File: src/rtl/out_port_ctrl_if.sv
// Flit-buffer / crossbar handshake bundle for one router output port.
// The master drives requests and credit returns; the controller (slave) drives grant, select and forward.
interface out_port_ctrl_if #(
  parameter int CW = 3
);
  logic [3:0]    req;
  logic [3:0]    head;
  logic [3:0]    tail;
  logic          credit_in;
  logic [3:0]    gnt;
  logic [1:0]    sel;
  logic          busy;
  logic          fwd;
  logic [CW-1:0] credits;

  modport master (
    output req, head, tail, credit_in,
    input  gnt, sel, busy, fwd, credits
  );

  modport slave (
    input  req, head, tail, credit_in,
    output gnt, sel, busy, fwd, credits
  );
endinterface

File: src/rtl/out_port_ctrl.sv
// Wormhole output-port controller: round-robin head arbitration, per-packet lock, credit-gated forwarding.
// The downstream credit counter is built only when OUTCTRL_CREDIT_EN is defined.
module out_port_ctrl #(
  parameter int CREDITS = 4,
  parameter int CW      = 3
) (
  input  logic           clk,
  input  logic           reset,
  out_port_ctrl_if.slave bus
);
  typedef enum logic {IDLE = 1'b0, LOCKED = 1'b1} state_t;

  state_t     r_st;
  logic [1:0] r_ptr;
  logic [3:0] r_gnt;
  logic [1:0] r_sel;
  logic       r_busy;
  logic [3:0] w_cand;
  logic       w_found;
  logic [1:0] w_win;
  logic [1:0] w_idx;
  logic       w_credit_ok;
  logic       w_fwd;

  assign w_cand = bus.req & bus.head;

  // Round-robin pick: first head candidate at or after the priority pointer
  always_comb begin
    w_found = 1'b0;
    w_win   = r_ptr;
    w_idx   = r_ptr;
    for (int k = 0; k < 4; k++) begin
      w_idx = r_ptr + 2'(k);
      if (!w_found && w_cand[w_idx]) begin
        w_found = 1'b1;
        w_win   = w_idx;
      end else begin
        w_found = w_found;
      end
    end
  end

  assign w_fwd = !reset && (r_st == LOCKED) && bus.req[r_sel] && w_credit_ok;

`ifdef OUTCTRL_CREDIT_EN
  logic [CW-1:0] r_credits;

  assign w_credit_ok = (r_credits != {CW{1'b0}});

  // Downstream credit tracking; a credit returned while already full is dropped
  always_ff @(posedge clk or posedge reset) begin
    if (reset) begin
      r_credits <= CW'(CREDITS);
    end else if (w_fwd && !bus.credit_in) begin
      r_credits <= r_credits - CW'(1);
    end else if (bus.credit_in && !w_fwd && (r_credits != CW'(CREDITS))) begin
      r_credits <= r_credits + CW'(1);
    end else begin
      r_credits <= r_credits;
    end
  end

  assign bus.credits = r_credits;
`else
  logic w_unused_credit_in;

  assign w_unused_credit_in = bus.credit_in;
  assign w_credit_ok        = 1'b1;
  assign bus.credits        = CW'(CREDITS);
`endif

  // Allocation / packet-lock FSM; sel deliberately keeps the last owner after the tail
  always_ff @(posedge clk or posedge reset) begin
    if (reset) begin
      r_st   <= IDLE;
      r_ptr  <= 2'd0;
      r_gnt  <= 4'b0000;
      r_sel  <= 2'd0;
      r_busy <= 1'b0;
    end else begin
      case (r_st)
        IDLE: begin
          if (w_found) begin
            r_st   <= LOCKED;
            r_gnt  <= 4'b0001 << w_win;
            r_sel  <= w_win;
            r_busy <= 1'b1;
            r_ptr  <= w_win + 2'd1;
          end else begin
            r_st <= IDLE;
          end
        end
        LOCKED: begin
          if (w_fwd && bus.tail[r_sel]) begin
            r_st   <= IDLE;
            r_gnt  <= 4'b0000;
            r_busy <= 1'b0;
          end else begin
            r_st <= LOCKED;
          end
        end
        default: begin
          r_st   <= IDLE;
          r_gnt  <= 4'b0000;
          r_busy <= 1'b0;
        end
      endcase
    end
  end

  assign bus.gnt  = r_gnt;
  assign bus.sel  = r_sel;
  assign bus.busy = r_busy;
  assign bus.fwd  = w_fwd;
endmodule

File: src/flat_wrapper.sv
// flat-port wrapper written by rule: the top's interface ports become plain ports
module out_port_ctrl_flat 
#(
  parameter int CREDITS = 4,
  parameter int CW      = 3
)
  (clk, reset, bus_req, bus_head, bus_tail, bus_credit_in, bus_gnt, bus_sel, bus_busy, bus_fwd, bus_credits);
  out_port_ctrl_if #(.CW(CW)) bus_i ();
  input  logic clk;
  input  logic reset;
  input wire logic [$bits(bus_i.req)-1:0] bus_req;
  input wire logic [$bits(bus_i.head)-1:0] bus_head;
  input wire logic [$bits(bus_i.tail)-1:0] bus_tail;
  input wire logic [$bits(bus_i.credit_in)-1:0] bus_credit_in;
  output wire logic [$bits(bus_i.gnt)-1:0] bus_gnt;
  output wire logic [$bits(bus_i.sel)-1:0] bus_sel;
  output wire logic [$bits(bus_i.busy)-1:0] bus_busy;
  output wire logic [$bits(bus_i.fwd)-1:0] bus_fwd;
  output wire logic [$bits(bus_i.credits)-1:0] bus_credits;
  assign bus_i.req = bus_req;
  assign bus_i.head = bus_head;
  assign bus_i.tail = bus_tail;
  assign bus_i.credit_in = bus_credit_in;
  assign bus_gnt = bus_i.gnt;
  assign bus_sel = bus_i.sel;
  assign bus_busy = bus_i.busy;
  assign bus_fwd = bus_i.fwd;
  assign bus_credits = bus_i.credits;
  out_port_ctrl #(.CREDITS(CREDITS), .CW(CW)) u_core (.clk(clk), .reset(reset), .bus(bus_i));
endmodule
File: config.mk
export PLATFORM = sky130hd
export DESIGN_NAME = out_port_ctrl_flat
export DESIGN_NICKNAME = d
export VERILOG_FILES = /design/src/rtl/out_port_ctrl_if.sv /design/src/rtl/out_port_ctrl.sv /design/src/flat_wrapper.sv
export SDC_FILE = /design/constraint.sdc
export NUM_CORES = 1
export LEC_CHECK = 0
export BUFFER_PORTS_ARGS = -buffer_cell sky130_fd_sc_hd__buf_4
export CORE_UTILIZATION = 45
export DETAILED_ROUTE_END_ITERATION = 8
export HOLD_SLACK_MARGIN = 0.1
export PLACE_DENSITY = 0.73
export SYNTH_ARGS = -nofsm -noshare
export SYNTH_HDL_FRONTEND = slang
export SYNTH_SLANG_ARGS = --single-unit
File: constraint.sdc
create_clock -name clk -period 4.3 [get_ports clk]
set_input_delay 1.075 -clock clk [delete_from_list [all_inputs] [get_ports clk]]
set_output_delay 1.075 -clock clk [all_outputs]
set_load 0.005 [all_outputs]
# Word-level counts from Yosys, hierarchy flattened
# Index checks and enable logic that the tools add are counted.
[totals]
ff_bits = 10
latch_bits = 0
ramBits = 0
mem_bits_ro = 0
elab_cells = 59
mem_count = 0
[op_classes]
addsub = 4
n_mul = 0
div = 0
n_lt_le_gt_ge = 5
n_eq_ne = 2
shift = 1
mux = 28
n_bitwise = 2
reduce_logical = 12
[ops]
columns = ["op", "count"]
rows = [
  ["$lt A2 B3 Y1 const B", 5],
  ["$mux W1", 14],
  ["$bmux W1 S2", 6],
  ["$mux W4", 2],
  ["$pmux W4 S2", 1],
  ["$logic_and A1 B1 Y1", 6],
  ["$mux W2", 3],
  ["$add A2 B1 Y2 const B", 2],
  ["$add A2 B2 Y2 const B", 2],
  ["$and A4 B4 Y4", 1],
  ["$logic_not A1 Y1", 4],
  ["$pmux W1 S2", 2],
  ["$reduce_and A2 Y1", 2],
  ["$shl A1 B2 Y4 const A", 1],
  ["$ne A2 B1 Y1 const B", 1],
  ["$ne A2 B2 Y1 const B", 1],
  ["$not A1 Y1", 1],
]

# Logic depth before layout (Yosys ltp)
[depth]
depth_word = 16
mapped_depth = 5
ltp_nobuf = 4

# Least setup slack after synthesis
# OpenSTA, ideal clock, no wires.
[synth_timing]
path_type = "input to output"
start = "input port bus_req[0]"
end = "output port bus_fwd"
arrival_ns = 1.674
path_slack_ns = 1.551
stages = 3
path_buffers = 0
cell_sequence = "and2b_1 -> a211o_1 -> and2_1"
[synth_via]
elab_chain_len = 3
[synth_rtl]
columns = ["item", "line_no", "rtl"]
rows = [
  ["from (decl)", "flat_wrapper.sv:11", "input wire logic [$bits(bus_i.req)-1:0] bus_req;"],
  ["$bmux W1 S2", "out_port_ctrl.sv:43", "assign w_fwd = !reset && (r_st == LOCKED) && bus.req[r_sel] && w_credit_ok;"],
  ["$mux W1 (implied by the code)", "out_port_ctrl.sv:43", ""],
  ["$logic_and A1 B1 Y1", "out_port_ctrl.sv:43", ""],
  ["to (decl)", "flat_wrapper.sv:18", "output wire logic [$bits(bus_i.fwd)-1:0] bus_fwd;"],
]
# No other way between the ends. The select of a mux whose other input is x is not followed.

# Worst setup path after layout
# Same ends and word-level chain as after synthesis.

==> impl_metrics.tcl <==
set metrics [dict create \
    seqCellArea_um2 250 \
    slew_violations 0 \
    grt_pass1_vias 581 \
    final_antenna_net_count 0 \
    rsz0062_at_grt "false" \
    grt_max_degree 13 \
    power_frac_comb_pct 50.8 \
    yosys_most_used_dff "dfrtp_1" \
    synth_xor_area_share_pct 0 \
    pin_count 26 \
    r2r_slack_ns 2.79 \
    setup_violations 0 \
    clock.fmax_mhz 328 \
    drtIter0Drc 7 \
    synth-edff-count 0 \
    finalSetupTns_ns 0 \
    wl_mm 1.55 \
    yosys.area.top_type_share_pct 33.7 \
    async_flop_share_pct 100 \
    drive_above_1_share_pct 41.8 \
    track_usage_pct 17.8 \
    synth_compound_area_share_pct 40.2 \
    synth_warnings 0 \
    ctsHoldBuffers 0 \
    wl_per_cell_um 14.5 \
    switching_power_mw 0.205 \
    crit_arrival_ns 1.97 \
    worst-setup-path-type "in -> out" \
    final_core_util_pct 59.5 \
    die_y_um 42.6 \
    seq_area_frac_synth_pct 33.7 \
    cts-root-buf "clkbuf_4" \
    crit_path_start_kind "primary input" \
    internal_power_mw 0.319 \
    fin_skew_ns 0.00187 \
    post_cts_buffers 0 \
    final_common_cell "buf_4" \
    synthAdderAreaFrac_pct 0 \
    num_vias 640 \
    cts_buffers 3 \
    dpl.hpwl_mm 1.24 \
    switching_share_pct 39.1 \
    ir_drop_v 0.000296 \
    yosys.area.top_type "dfrtp_1" \
    synth_area_leaders "dfrtp_1 (34%), a32o_2 (4.5%), buf_4 (4.0%)" \
    max_slew.worst_pin.slew_ns 0.670 \
    viasPerCell 5.98 \
    grt-ovfl-total 0 \
    min_path_type "reg -> reg" \
    synth_top_family_by_area "compound AO/OA/AOI/OAI gates" \
    yosysUniqueCellTypes 42 \
    p_seq_share_pct 37.7 \
    hold_viol_final 0 \
    cts_resized 0 \
    nFillCells 141 \
    portBuffers 21 \
    cp.required_ns 3.22 \
    slew_headroom_pct 55.2 \
    power_density_mw_per_mm2 578 \
    status "completed" \
    cap_viol_max_count 0 \
    clkTransAtPathRegs_ns 0.06 \
    n_antenna_cell 0 \
    clock_latency_ns 0.26 \
    ys_ff_latch 10 \
    cp_max_fo 6 \
    syn_inst 72 \
    die_area_mm2 0.00182 \
    fin_crit_sh_pct 70.9 \
    tritoncts "built" \
    area.growth.synth_to_final_pct 22.1 \
    drcViolationCount 0 \
    period_minus_slack_ns 3.05 \
    multiInputGateArea_um2 449 \
    dpl_cell_area_um2 885 \
    rows 14 \
    postSynthAreaPerCell_um2 10.3 \
    muxShareOfSynthArea_pct 5.89 \
    gp_congestion 0.776 \
    pwr-share-clk_pct 11.4 \
    final_area_um2 907 \
    clock_sinks 10 \
    grt_pass1_wl_mm 2.43 \
    leakage_nw 0.421 \
    cts.htree.levels 1 \
    cts_buffer_depth 2 \
    core_mm2 0.00152 \
    cp-end-kind "output port" \
    dr.pass1.iters 4 \
    synth-simple-area-share_pct 12.8 \
    die_w_um 42.6 \
    synth_area_um2 743 \
    antenna_found_initial 0 \
    start_util_pct 48.8 \
    nets 108 \
    mostFrequentLayoutCells "buf_4 (21), dfrtp_1 (10), nand2_1 (5)" \
]
==> metrics by stage <==
| stage | cells | hold WS (ns) | worst slack [ns] | power, mW |
|---|---|---|---|---|
| after floorplan | 73 | 0.474 | 1.55 | 0.377 |
| after global placement | 104 | 0.467 | 1.26 | 0.462 |
| after detailed placement | 104 | 0.471 | 1.25 | 0.467 |
| after CTS | 107 | 0.489 | 1.24 | 0.531 |
| after global routing | 107 | 0.497 | 1.20 | 0.561 |
| final | 107 | 0.484 | 1.25 | 0.525 |
==> final timing paths <==
path / endpoint / startpoint / cells after the start
worst max register to register: u_core.bus.gnt[2] / u_core.bus.sel[0] / 3
worst min-delay path: u_core.bus.busy / u_core.bus.busy / 1
max in group asynchronous: u_core.bus.gnt[3] / reset / 2
min in group asynchronous: u_core.bus.sel[0] / reset / 2
worst max-delay path: bus_fwd / bus_req[0] / 5
worst min register to register: u_core.bus.busy / u_core.bus.busy / 1
==> cells in the mapped netlist, types with 2 or more instances <==
cell type	count
inv_1	2
a32o_2	3
a21oi_1	4
buf_2	2
nand3_1	2
conb_1	2
buf_4	4
nor2_1	3
nand2_1	5
a31oi_1	2
dfrtp_1	10
nand3b_1	2
a21o_1	2
==> per-layer routing <==
metal	up-vias	share of wire, %	global-route usage (%)
met5	-	0	0
met1	297	46	22.9
met4	0	2.4	11.3
li1	319	-	-
met2	19	47	28.2
met3	5	4.8	2.16
==> worst max-delay path, cell delays in order <==
cell     delay [ns]
buf_4          0.14
and2b_1        0.16
a211o_1        0.32
and2_1         0.15
buf_4          0.13
==> cells by family (layout without fill, tap and decap cells) <==
| group | Yosys count | count (layout) |
|---|---|---|
| muxes | 3 | 3 |
| other | 2 | 3 |
| DFF | 10 | 10 |
| AOI/OAI and AO/OA | 31 | 31 |
| and+or+nand+nor | 18 | 18 |
| buffers and inverters | 8 | 26 |
==> state kept, by name, indices dropped and copies added, names as in the netlist <==
name             flops
u_core.r_ptr         2
u_core.r_st          1
u_core.bus.sel       2
u_core.bus.busy      1
u_core.bus.gnt       4
==> final cells by class <==
class	count	area share [%]
multi-input combinational	55	49.5
sequential	10	27.6
timing repair buffer	21	17.4
clock buffer	3	2.48
tap	16	2.21
inverter	2	0.828
==> power by group through the flow <==
stage	registers (mW)	clock network, mW	logic (mW)
floorplan	0.174	0	0.204
detailed placement	0.199	0	0.267
finish	0.198	0.0600	0.267
CTS	0.198	0.0643	0.269
global route	0.205	0.0670	0.289
global placement	0.198	0	0.264
Power figures use the tool's default switching activity.
